===== config.mk =====
export PLATFORM = sky130hd
export DESIGN_NAME = mcb_cmd_scheduler
export DESIGN_NICKNAME = d
export VERILOG_FILES = /design/src/rtl/mcb_cmd_scheduler_pkg.sv /design/src/rtl/mcb_cmd_scheduler_rr_arbiter.sv /design/src/rtl/mcb_cmd_scheduler.sv
export SDC_FILE = /design/constraint.sdc
export NUM_CORES = 1
export LEC_CHECK = 0
export BUFFER_PORTS_ARGS = -buffer_cell sky130_fd_sc_hd__buf_2
export CAP_MARGIN = 20
export CORE_MARGIN = 2
export CORE_UTILIZATION = 47
export DETAILED_ROUTE_END_ITERATION = 12
export GPL_TIMING_DRIVEN = 0
export MAX_ROUTING_LAYER = met4
export PLACE_DENSITY = 0.81
export SLEW_MARGIN = 20
export SYNTH_ARGS = -nofsm -noshare
export SYNTH_HDL_FRONTEND = slang
export SYNTH_HIERARCHICAL = 1
export SYNTH_SLANG_ARGS = --single-unit
export TNS_END_PERCENT = 50

===== constraint.sdc =====
create_clock -name clk -period 4 [get_ports clk]
set_input_delay 0.2 -clock clk [delete_from_list [all_inputs] [get_ports clk]]
set_output_delay 0.2 -clock clk [all_outputs]
set_load 0.005 [all_outputs]

===== src/rtl/mcb_cmd_scheduler_pkg.sv =====
// Shared types, command codes and request validation for the MCB command scheduler.
// Define MCB_CMD_AUTO_PRECHARGE_EN at build time to select the auto-precharge command codes.
package mcb_cmd_scheduler_pkg;

    typedef enum logic {
        ST_IDLE  = 1'b0,
        ST_ISSUE = 1'b1
    } state_e;

    typedef enum logic {
        SIDE_WR = 1'b0,
        SIDE_RD = 1'b1
    } side_e;

`ifdef MCB_CMD_AUTO_PRECHARGE_EN
    localparam logic [2:0] CMD_INSTR_WR = 3'b010;
    localparam logic [2:0] CMD_INSTR_RD = 3'b011;
`else
    localparam logic [2:0] CMD_INSTR_WR = 3'b000;
    localparam logic [2:0] CMD_INSTR_RD = 3'b001;
`endif

    localparam int FIFO_DEPTH_DEF = 64;

    // A request that can never be issued; it is acked with err instead.
    function automatic logic req_invalid(input logic [31:0] len,
                                         input logic [1:0]  addr_lo,
                                         input logic [31:0] depth);
        return (len == 32'd0) || (len > depth) || (addr_lo != 2'b00);
    endfunction

endpackage


===== src/rtl/mcb_cmd_scheduler_rr_arbiter.sv =====
// Two-way round-robin arbiter; rr_last remembers the side granted most recently.
// Grant is combinational; rr_last only moves when the scheduler commits a grant.
module mcb_cmd_scheduler_rr_arbiter
    import mcb_cmd_scheduler_pkg::*;
(
    input  logic       clk,
    input  logic       reset,
    input  logic       elig_wr,
    input  logic       elig_rd,
    input  logic       commit,
    output logic [1:0] grant
);

    side_e rr_last_q;
    side_e rr_last_d;

    always_comb begin
        grant     = 2'b00;
        rr_last_d = rr_last_q;
        if (elig_wr && elig_rd) begin
            grant = (rr_last_q == SIDE_RD) ? 2'b01 : 2'b10;
        end else if (elig_wr) begin
            grant = 2'b01;
        end else if (elig_rd) begin
            grant = 2'b10;
        end
        if (commit && grant[0]) begin
            rr_last_d = SIDE_WR;
        end else if (commit && grant[1]) begin
            rr_last_d = SIDE_RD;
        end
    end

    // Reset to RD so the write side wins the first tie.
    always_ff @(posedge clk) begin
        if (reset) begin
            rr_last_q <= SIDE_RD;
        end else begin
            rr_last_q <= rr_last_d;
        end
    end

endmodule


===== src/rtl/mcb_cmd_scheduler.sv =====
// MCB user-port command scheduler: round-robin between write and read requesters,
// gated on FIFO readiness. Command codes depend on MCB_CMD_AUTO_PRECHARGE_EN.
module mcb_cmd_scheduler
    import mcb_cmd_scheduler_pkg::*;
#(
    parameter int ADDR_W     = 30,
    parameter int FIFO_DEPTH = FIFO_DEPTH_DEF,
    parameter int CNT_W      = 7
) (
    input  logic              clk,
    input  logic              reset,
    input  logic              wr_req,
    input  logic [ADDR_W-1:0] wr_req_addr,
    input  logic [CNT_W-1:0]  wr_req_len,
    output logic              wr_ack,
    input  logic              rd_req,
    input  logic [ADDR_W-1:0] rd_req_addr,
    input  logic [CNT_W-1:0]  rd_req_len,
    output logic              rd_ack,
    output logic              err,
    input  logic [CNT_W-1:0]  wr_count,
    input  logic [CNT_W-1:0]  rd_count,
    input  logic              cmd_full,
    output logic              cmd_en,
    output logic [2:0]        cmd_instr,
    output logic [5:0]        cmd_bl,
    output logic [ADDR_W-1:0] cmd_addr,
    output logic              busy
);

    localparam logic [CNT_W-1:0] DEPTH_C = CNT_W'(FIFO_DEPTH);

    state_e            state_q, state_d;
    logic              wr_ack_q, wr_ack_d;
    logic              rd_ack_q, rd_ack_d;
    logic              err_q, err_d;
    logic              cmd_en_q, cmd_en_d;
    logic [2:0]        cmd_instr_q, cmd_instr_d;
    logic [5:0]        cmd_bl_q, cmd_bl_d;
    logic [ADDR_W-1:0] cmd_addr_q, cmd_addr_d;

    logic              wr_bad, rd_bad;
    logic              wr_elig, rd_elig;
    logic              commit;
    logic [CNT_W-1:0]  rd_room;
    logic [1:0]        grant;

    // A side is masked during its own ack cycle so a held req is not seen twice.
    always_comb begin
        wr_bad  = req_invalid(32'(wr_req_len), wr_req_addr[1:0], 32'(FIFO_DEPTH));
        rd_bad  = req_invalid(32'(rd_req_len), rd_req_addr[1:0], 32'(FIFO_DEPTH));
        rd_room = DEPTH_C - rd_count;
        wr_elig = (state_q == ST_IDLE) && wr_req && !wr_ack_q
                  && (wr_bad || (wr_count >= wr_req_len));
        rd_elig = (state_q == ST_IDLE) && rd_req && !rd_ack_q
                  && (rd_bad || (rd_room >= rd_req_len));
        commit  = wr_elig || rd_elig;
    end

    mcb_cmd_scheduler_rr_arbiter u_arb (
        .clk     (clk),
        .reset   (reset),
        .elig_wr (wr_elig),
        .elig_rd (rd_elig),
        .commit  (commit),
        .grant   (grant)
    );

    always_comb begin
        state_d     = state_q;
        wr_ack_d    = 1'b0;
        rd_ack_d    = 1'b0;
        err_d       = 1'b0;
        cmd_en_d    = 1'b0;
        cmd_instr_d = cmd_instr_q;
        cmd_bl_d    = cmd_bl_q;
        cmd_addr_d  = cmd_addr_q;
        case (state_q)
            ST_IDLE: begin
                if (grant[0]) begin
                    wr_ack_d = 1'b1;
                    err_d    = wr_bad;
                    if (!wr_bad) begin
                        cmd_instr_d = CMD_INSTR_WR;
                        cmd_bl_d    = wr_req_len[5:0] - 6'd1;
                        cmd_addr_d  = wr_req_addr;
                        state_d     = ST_ISSUE;
                    end
                end else if (grant[1]) begin
                    rd_ack_d = 1'b1;
                    err_d    = rd_bad;
                    if (!rd_bad) begin
                        cmd_instr_d = CMD_INSTR_RD;
                        cmd_bl_d    = rd_req_len[5:0] - 6'd1;
                        cmd_addr_d  = rd_req_addr;
                        state_d     = ST_ISSUE;
                    end
                end
            end
            ST_ISSUE: begin
                if (!cmd_full) begin
                    cmd_en_d = 1'b1;
                    state_d  = ST_IDLE;
                end
            end
            default: state_d = ST_IDLE;
        endcase
    end

    always_ff @(posedge clk) begin
        if (reset) begin
            state_q     <= ST_IDLE;
            wr_ack_q    <= 1'b0;
            rd_ack_q    <= 1'b0;
            err_q       <= 1'b0;
            cmd_en_q    <= 1'b0;
            cmd_instr_q <= 3'b000;
            cmd_bl_q    <= 6'd0;
            cmd_addr_q  <= '0;
        end else begin
            state_q     <= state_d;
            wr_ack_q    <= wr_ack_d;
            rd_ack_q    <= rd_ack_d;
            err_q       <= err_d;
            cmd_en_q    <= cmd_en_d;
            cmd_instr_q <= cmd_instr_d;
            cmd_bl_q    <= cmd_bl_d;
            cmd_addr_q  <= cmd_addr_d;
        end
    end

    assign wr_ack    = wr_ack_q;
    assign rd_ack    = rd_ack_q;
    assign err       = err_q;
    assign cmd_en    = cmd_en_q;
    assign cmd_instr = cmd_instr_q;
    assign cmd_bl    = cmd_bl_q;
    assign cmd_addr  = cmd_addr_q;
    assign busy      = (state_q != ST_IDLE);

endmodule


After elaboration in Yosys (flattened, before gate mapping)

Index checks and enable logic that the tools add are counted.

Flip-flop bits (word level): 45
Input port bits: 93
Output and inout port bits: 44
Logic and storage cells: 76

Add/subtract/negate cells: 3
Magnitude comparators: 4
Eq/ne operators: 2
Muxes and demuxes: 29
Bitwise logic cells: 1
Reductions and logical operators: 28

Operators by type and width:

| operator              | count |
|---|---|
| $mux W30              | 4 |
| $mux W6               | 4 |
| $ge A7 B7 Y1          | 2 |
| $gt A7 B7 Y1 const B  | 2 |
| $logic_not A7 Y1      | 2 |
| $mux W1               | 12 |
| $mux W3               | 4 |
| $sub A6 B1 Y6 const B | 2 |
| $logic_and A1 B1 Y1   | 9 |
| $mux W2               | 4 |
| $reduce_bool A2 Y1    | 4 |
| $logic_or A1 B1 Y1    | 7 |
| $sub A7 B7 Y7 const A | 1 |
| $reduce_and A4 Y1     | 1 |
| $reduce_or A2 Y1      | 2 |
| $reduce_or A3 Y1      | 1 |
| $logic_not A1 Y1      | 2 |
| $ne A2 B1 Y1 const B  | 1 |
| $ne A2 B2 Y1 const B  | 1 |
| $pmux W1 S2           | 1 |
| $not A1 Y1            | 1 |

Logic depth before layout (Yosys ltp)

Gate-level depths: netlist of run 1.

Depth after elaboration: 11
Gate-level depth with buffers: 18
Gate-level depth less buffers: 16

Modules after synthesis

The synthesis of run 1 kept the hierarchy.

By module, submodules not included:

| module                       | instances | cells an instance | area each (sq um) | sequential area each (sq um) |
|---|---|---|---|---|
| mcb_cmd_scheduler            | 1         | 281               | 2835.2            | 840.8 |
| mcb_cmd_scheduler_rr_arbiter | 1         | 7                 | 61.3              | 20.0 |

Worst setup path after synthesis of run 1

OpenSTA, ideal clock, no wires.

Path kind: input-to-reg
Start: input port rd_count[2]
End: register cmd_bl_q[4] (netlist: cmd_bl[4])
Setup time: 0.134 ns
Arrival time: 3.420 ns
Required time: 3.866 ns
Setup slack: 0.446 ns
Cell stages on the path: 16
Buffers on the path: 2
Cells stage by stage: nor3_1 nand3_1 xor2_1 ha_1 a21o_1 a2111oi_1 nor2_1 a21boi_0 buf_2 buf_1 mux2i_1 ha_1 o2111ai_1 xor2_1 o21ai_1 a21oi_1

Elaborated cells between the ends (all ways): 13
Those cells by class: add/sub: 1; order compare: 1; eq/ne: 2; mux: 4; reduce/logical: 5

RTL lines:

| item                                           | line                               | source |
|---|---|---|
| start: declaration                             | mcb_cmd_scheduler.sv:22            | `input logic [CNT_W-1:0] rd_count,` |
| $sub A7 B7 Y7 *                                | mcb_cmd_scheduler.sv:52            | `rd_room = DEPTH_C - rd_count;` |
| $ge A7 B7 Y1 *                                 | mcb_cmd_scheduler.sv:56            | `&& (rd_bad \|\| (rd_room >= rd_req_len));` |
| $logic_or A1 B1 Y1 *                           | mcb_cmd_scheduler.sv:56            |  |
| $logic_and A1 B1 Y1 *                          | mcb_cmd_scheduler.sv:56            |  |
| via rd_elig                                    | mcb_cmd_scheduler.sv:43            | `logic wr_elig, rd_elig;` |
| $logic_and A1 B1 Y1 *                          | mcb_cmd_scheduler_rr_arbiter.sv:20 | `if (elig_wr && elig_rd) begin` |
| $mux W2 *                                      | mcb_cmd_scheduler_rr_arbiter.sv:20 |  |
| via grant[0]                                   | mcb_cmd_scheduler.sv:46            | `logic [1:0] grant;` |
| $ne A2 B1 Y1 (no line) (tied with other cells) | -                                  |  |
| $reduce_and A4 Y1 (no line)                    | -                                  |  |
| end signal: assignment                         | mcb_cmd_scheduler.sv:127           | `cmd_bl_q <= cmd_bl_d;` |
| end: declaration                               | mcb_cmd_scheduler.sv:39            | `logic [5:0] cmd_bl_q, cmd_bl_d;` |

Mark *: on every way through the listed nets, which the timed path passes. The rest lies on a longest branch.
A chain may end at the register's enable or synchronous reset.

Worst setup path after layout of run 1

Ends and elaborated chain as after synthesis.

==> impl_metrics.ini, run 1 <==
[critical_path]
worst_setup_path_end_kind = flip-flop
critical_path_class = input pin to flip-flop
type_of_element_launching_the_critical_path = input pin
maximum_fanout_count_along_the_critical_path = 10
reg2reg_to = cmd_bl[4]
register_to_register_setup_slack_ps = 1080
critical_path_most_common_cell = sky130_fd_sc_hd__buf_2
slowest_delay_ps = 440
regToRegStartpoint = busy
worstRegToRegCells = 12
worst_ep_required_time_ps = 4220
critical_path_arrival_ps = 3880
critical_path.n_buffers_inverters = 3
crit_path_start = rd_count[2]
critical_path_top_delay_cell = sky130_fd_sc_hd__a2111oi_2
crit_path_cell_trace = buf_2 -> nor3_1 -> nand3_1 -> xor2_1 -> ha_1 -> a21o_1 -> a2111oi_2 -> nor2_1 -> a21boi_0 -> buf_2 -> buf_2 -> mux2i_1 -> ha_1 -> o2111ai_1 -> xor2_1 -> o21ai_1 -> a21oi_1
timing.critical_path.to = cmd_bl[4]
worstSetupPathDepth = 17
critical_path.top_delay_family = compound AO/OA/AOI/OAI gates

[synth]
synth_top_family_by_area = compound AO/OA/AOI/OAI gates
fraction_of_synthesized_cell_area_in_xor_and_xnor_cells_pct = 2.72
syn_avg_cell_area_sq_um = 10.1
synthesis.instances = 288
synthTopCellsByArea = sky130_fd_sc_hd__dfxtp_1 (30%), sky130_fd_sc_hd__a211oi_2 (12%), sky130_fd_sc_hd__mux2i_1 (11%)
post-synth-top-count-cell = sky130_fd_sc_hd__dfxtp_1
synth_compound_gate_area_share_pct = 22.3
synth_adder_area_share_pct = 6.91
synth_seq_cells = 43
synth.cell_area_sq_um = 2900
synth-async-reset-ratio_pct = 0
dominantRegCellSynth = sky130_fd_sc_hd__dfxtp_1
yosys.area.top_type = sky130_fd_sc_hd__dfxtp_1
yosysWarningCount = 6
yosysTopAreaCellShare_pct = 29.7
synth_mux_area_share_pct = 11.4
netlist_top_cells_count = sky130_fd_sc_hd__dfxtp_1 (43), sky130_fd_sc_hd__mux2i_1 (33), sky130_fd_sc_hd__a211oi_2 (28), sky130_fd_sc_hd__nor3_2 (28), sky130_fd_sc_hd__inv_1 (17)
seq_area_frac_synth_pct = 29.7
yosys.area_share.simple_pct = 19.3
synth_enable_flop_cells = 0
synth_cell_types = 49

[finish]
seq_area_sq_um = 861
fin_nets = 539
antenna-diode-count = 0
fill_cells = 540
post_route_cells_drive_above_1_share_pct = 51.2
syn_to_final_growth_pct = 30.3
multiInputGateArea_sq_um = 1830

[floorplanning]
die_area_sq_um = 6810
initial_core_util_pct = 48.6
die_w_microns = 82.5
dieHeight_microns = 82.5
core-area_sq_um = 5960
floorplan.io_pins = 137
fp-row-count = 28

[routing]
via_count = 2713
drc_errors = 0
vias_per_cell = 5.37
ant_nets = 0
detail_route.wl_per_cell_microns = 14.5
first_pass_iters = 4
drt-initial-drc-count = 103
routed_wl_microns = 7340

[clock_tree]
clk_path_buf_depth = 2
postCtsHoldBufs = 0
clock_buffers_created_by_tritoncts = 5
cts.sink_count = 43
clk_latency_ps = 290
cts.clk_slew.worst_paths_ps = 80
clock_tree.htree_level_count = 2
tritoncts = built
root_buffer = sky130_fd_sc_hd__clkbuf_8

[grt]
globalRouteOverflowTotal = 0
grt_antenna_before_repair = 0
global_route.usage.total_pct = 21.8
grt_pass1_vias = 2434
grt_pass1_wl_microns = 11300
pin_count_of_the_biggest_net_entering_global_routing = 13

[timing]
setup-violations-final = 0
post_route_clock_skew_ps = 3.87
tns_ps = 0
worstMarginPinSlew_ps = 742
layout_min_cycle_time_ps = 3660
grt_setup_unrepaired = no
report.final.slew_viol_count = 0
final-hold-violation-count = 0
fmaxAchievable_ghz = 0.273
final.period_utilization_pct = 91.6
hold_slack_ps = 90.2
slew_headroom_pct = 50.6

[placement]
dp_hpwl_microns = 5820
finalWeightedCongestion = 0.921
port_buffers = 134

[hold_path]
hold_path_class = input pin to flip-flop

[power]
vdd_ir_drop_max_mv = 0.224
finalPower_mw = 1.10
power-per-cell-area_nw_per_um2 = 290
leakagePower_nw = 1.76

[run]
drv.max_cap_violation_count = 0

[run_status]
result_of_the_run = finished clean
## worst min-delay path by stage
stage,to,startpoint,cells after the start
floorplan,cmd_en,cmd_full,1
global placement,cmd_en,cmd_full,2
detailed placement,cmd_en,cmd_full,2
CTS,cmd_en,cmd_full,2
global route,cmd_en,cmd_full,2
finish,cmd_en,cmd_full,2
## repair_timing
| item | 4_1_cts | 5_1_grt |
|---|---|---|
| gates resized for setup | 1 | 1 |
| setup endpoints to repair | 1 | 5 |
| gates cloned | 0 | 0 |
| hold endpoints to repair | 0 | 0 |
| setup buffers | 0 | 0 |
## final cells by class
type                            count  area share, %
Clock inverter                      1          0.796
Clock buffer                        6           1.92
Multi-Input combinational cell    206           48.4
Tap cell                           75           2.49
Buffer                             23           4.08
Sequential cell                    43           22.8
Timing Repair Buffer              134           17.8
Inverter                           17           1.69
## power by group
group | leakage, nW | switching, mW | internal [mW]
Combinational | 1.36 | 0.158 | 0.150
Sequential | 0.350 | 0.0139 | 0.451
Clock | 0.0513 | 0.140 | 0.183
## logic make-up after synthesis
family | Yosys count
AO/OA/AOI/OAI | 68
XOR/XNOR | 9
adder cells (fa/ha/maj) | 16
buffers and inverters | 40
flip-flops | 43
multiplexers | 33
other | 1
AND/OR/NAND/NOR | 78
## sequential cells by signal, indices dropped and copies added (netlist names)
name and count:
wr_ack 1, rd_ack 1, cmd_instr 1, u_arb/rr_last_q 1
cmd_addr 30, err 1, busy 1, cmd_en 1
cmd_bl 6
## metal layers
layer / GRT usage [%] / vias up / wire length (microns)
met5: - / - / 0
li1: - / 1340 / -
met3: 3.04 / 9 / 352
met2: 35.0 / 83 / 3610
met4: 6.23 / 0 / 110
met1: 28.8 / 1281 / 3260
## cells in the final DEF, fill, tap and decap left out, types with 3 or more instances in the layout
cell / n
sky130_fd_sc_hd__clkbuf_1: 9
sky130_fd_sc_hd__nand2_1: 5
sky130_fd_sc_hd__dfxtp_1: 43
sky130_fd_sc_hd__nor3b_1: 4
sky130_fd_sc_hd__mux2i_1: 33
sky130_fd_sc_hd__nor2_1: 11
sky130_fd_sc_hd__nand3_1: 7
sky130_fd_sc_hd__clkbuf_8: 5
sky130_fd_sc_hd__xor2_1: 3
sky130_fd_sc_hd__o21ai_1: 4
sky130_fd_sc_hd__a211oi_2: 28
sky130_fd_sc_hd__a21o_1: 3
sky130_fd_sc_hd__buf_2: 140
sky130_fd_sc_hd__nor3_2: 28
sky130_fd_sc_hd__buf_6: 7
sky130_fd_sc_hd__o2111ai_1: 3
sky130_fd_sc_hd__o21ai_0: 3
sky130_fd_sc_hd__a21boi_0: 3
sky130_fd_sc_hd__nor3_1: 10
sky130_fd_sc_hd__ha_1: 16
sky130_fd_sc_hd__inv_1: 17
sky130_fd_sc_hd__xnor2_1: 6
sky130_fd_sc_hd__a21oi_1: 10
## metrics by stage
| step | cells | util [%] | instance area (sq um) | worst slack [ps] |
|---|---|---|---|---|
| 2_1_floorplan | 289 | - | 2900 | 446 |
| 3_3_place_gp | 498 | 61.5 | 3660 | -249 |
| 3_5_place_dp | 498 | 61.5 | 3660 | -357 |
| 4_1_cts | 505 | 63.3 | 3770 | 183 |
| 5_1_grt | 505 | 63.4 | 3770 | 5.81 |
| 6_report | 505 | 63.4 | 3770 | 336 |
No activity file was read; power rests on OpenSTA's default activity.
==> inputs of run 2 (changes only) <==
- REMOVE_ABC_BUFFERS: not set -> 1
- clock period: 4 -> 3.94 ns (I/O delays scaled with it)
==> impl_metrics.ini, run 2 (synthesized netlist as in run 1, its figures left out) <==
[placement]
finalWeightedCongestion = 0.837
port_buffers = 134
placed_cells_incl_taps = 477
dp_hpwl_microns = 5480

[finish]
multiInputGateArea_sq_um = 1860
largest_register_ff_count = 30
fill_cells = 520
antenna-diode-count = 0
post_route_cells_drive_above_1_share_pct = 51.1
seq_area_sq_um = 861
finalNonFillerCells = 486
finish.utilization_pct = 62.4
mostFrequentLayoutCell = sky130_fd_sc_hd__buf_2
fin_nets = 520
most-common-layout-cells = sky130_fd_sc_hd__buf_2 (134), sky130_fd_sc_hd__dfxtp_1 (43), sky130_fd_sc_hd__mux2i_1 (33)
syn_to_final_growth_pct = 28.2

[power]
power-per-cell-area_nw_per_um2 = 299
leakagePower_nw = 1.71
vdd_ir_drop_max_mv = 0.226

[grt]
grt_antenna_before_repair = 0
pin_count_of_the_biggest_net_entering_global_routing = 44
grt_pass1_wl_microns = 10900
globalRouteOverflowTotal = 0
grt_pass1_vias = 2383
global_route.usage.total_pct = 21.2

[timing]
final-hold-violation-count = 0
setup-violations-final = 0
fmaxAchievable_ghz = 0.268
report.final.slew_viol_count = 0
grt_setup_unrepaired = no
worstMarginPinSlew_ps = 1110
slew_headroom_pct = 26.1
final.period_utilization_pct = 94.7
layout_min_cycle_time_ps = 3730
post_route_clock_skew_ps = 4.41

[run_status]
result_of_the_run = finished clean

[routing]
via_count = 2627
detail_route.wl_per_cell_microns = 14.7
drc_errors = 0
first_pass_iters = 4
ant_nets = 0
vias_per_cell = 5.41
drt-initial-drc-count = 71
routed_wl_microns = 7150

[clock_tree]
cts.clk_slew.worst_paths_ps = 80
tritoncts = built
root_buffer = sky130_fd_sc_hd__clkbuf_8
cts.sink_count = 43
clock_buffers_created_by_tritoncts = 5
clk_path_buf_depth = 2
clock_tree.htree_level_count = 2
clk_latency_ps = 290
postCtsHoldBufs = 0

[run]
drv.max_cap_violation_count = 0

[floorplanning]
fp-row-count = 28
die_w_microns = 82.5
die_area_sq_um = 6810
dieHeight_microns = 82.5
initial_core_util_pct = 48.6
core-area_sq_um = 5960
floorplan.io_pins = 137

[critical_path]
critical_path_arrival_ps = 3860
crit_path_start = rd_count[2]
critical_path_class = input pin to flip-flop
worstRegToRegCells = 10
timing.critical_path.to = cmd_addr[4]
regToRegStartpoint = busy
type_of_element_launching_the_critical_path = input pin
reg2reg_to = cmd_addr[4]
register_to_register_setup_slack_ps = 1110
worst_setup_path_end_kind = flip-flop
worst_ep_required_time_ps = 4060
maximum_fanout_count_along_the_critical_path = 27

[hold_path]
hold_path_class = input pin to flip-flop
==> run 2: cell type report <==
class,count,area share (%)
well taps,75,2.53
inverters,17,1.72
clock inverters,1,0.809
flip-flops and latches,43,23.2
clock buffers,6,1.95
repair buffers,138,19.7
multi-input cells,206,50.1
==> run 2: power by group <==
| group | internal, mW | leakage (nW) | switching (mW) |
|---|---|---|---|
| Sequential | 0.458 | 0.350 | 0.0143 |
| Combinational | 0.154 | 1.31 | 0.159 |
| Clock | 0.186 | 0.0513 | 0.139 |
| Total | 0.798 | 1.71 | 0.313 |
==> run 2: what timing repair did <==
item / in CTS / in global routing
endpoints found under the setup margin: 36 / 18
setup buffers: 2 / 0
pin swaps: 1 / 0
gates resized for setup: 1 / 3
==> run 2: worst max-delay path: stages <==
cell and delay, ps:
sky130_fd_sc_hd__buf_2 130, sky130_fd_sc_hd__nor3_1 260, sky130_fd_sc_hd__nand3_1 130, sky130_fd_sc_hd__xor2_1 160, sky130_fd_sc_hd__ha_1 290, sky130_fd_sc_hd__a21o_1 180, sky130_fd_sc_hd__a2111oi_1 570, sky130_fd_sc_hd__nor2_1 210
sky130_fd_sc_hd__a21boi_4 230, sky130_fd_sc_hd__buf_16 200, sky130_fd_sc_hd__nor3b_1 90, sky130_fd_sc_hd__and4bb_1 250, sky130_fd_sc_hd__or2_2 410, sky130_fd_sc_hd__buf_12 220, sky130_fd_sc_hd__nor3_1 220, sky130_fd_sc_hd__a211oi_2 70
==> run 2: worst min path at each step <==
stage / startpoint / to / cells after the start
6_report: cmd_full / cmd_en / 2
5_1_grt: cmd_full / cmd_en / 2
4_1_cts: cmd_full / cmd_en / 2
3_5_place_dp: cmd_full / cmd_en / 2
3_3_place_gp: cmd_full / cmd_en / 2
2_1_floorplan: reset / cmd_addr[10] / 1
==> run 2: metal layers <==
metal  up-vias  track usage, %  wire, microns
met4         0            5.25             74
met3        11            4.57            378
met1      1230            24.6           2930
li1       1303               -              -
met2        83            37.2           3770
met5         -               -              0
==> run 2: per-stage QoR <==
step | total power [mW] | instance area [sq um] | TNS [ps] | hold slack [ps] | setup slack [ps]
6_report | 1.11 | 3710 | 0 | 86.5 | 209
5_1_grt | 1.17 | 3710 | 0 | 90.2 | 4.73
4_1_cts | 1.12 | 3690 | 0 | 82.0 | 192
3_5_place_dp | 0.792 | 3570 | -26380 | 387 | -834
3_3_place_gp | 0.788 | 3510 | -209250 | 388 | -5430
2_1_floorplan | 0.676 | 2750 | -133340 | 262 | -3520
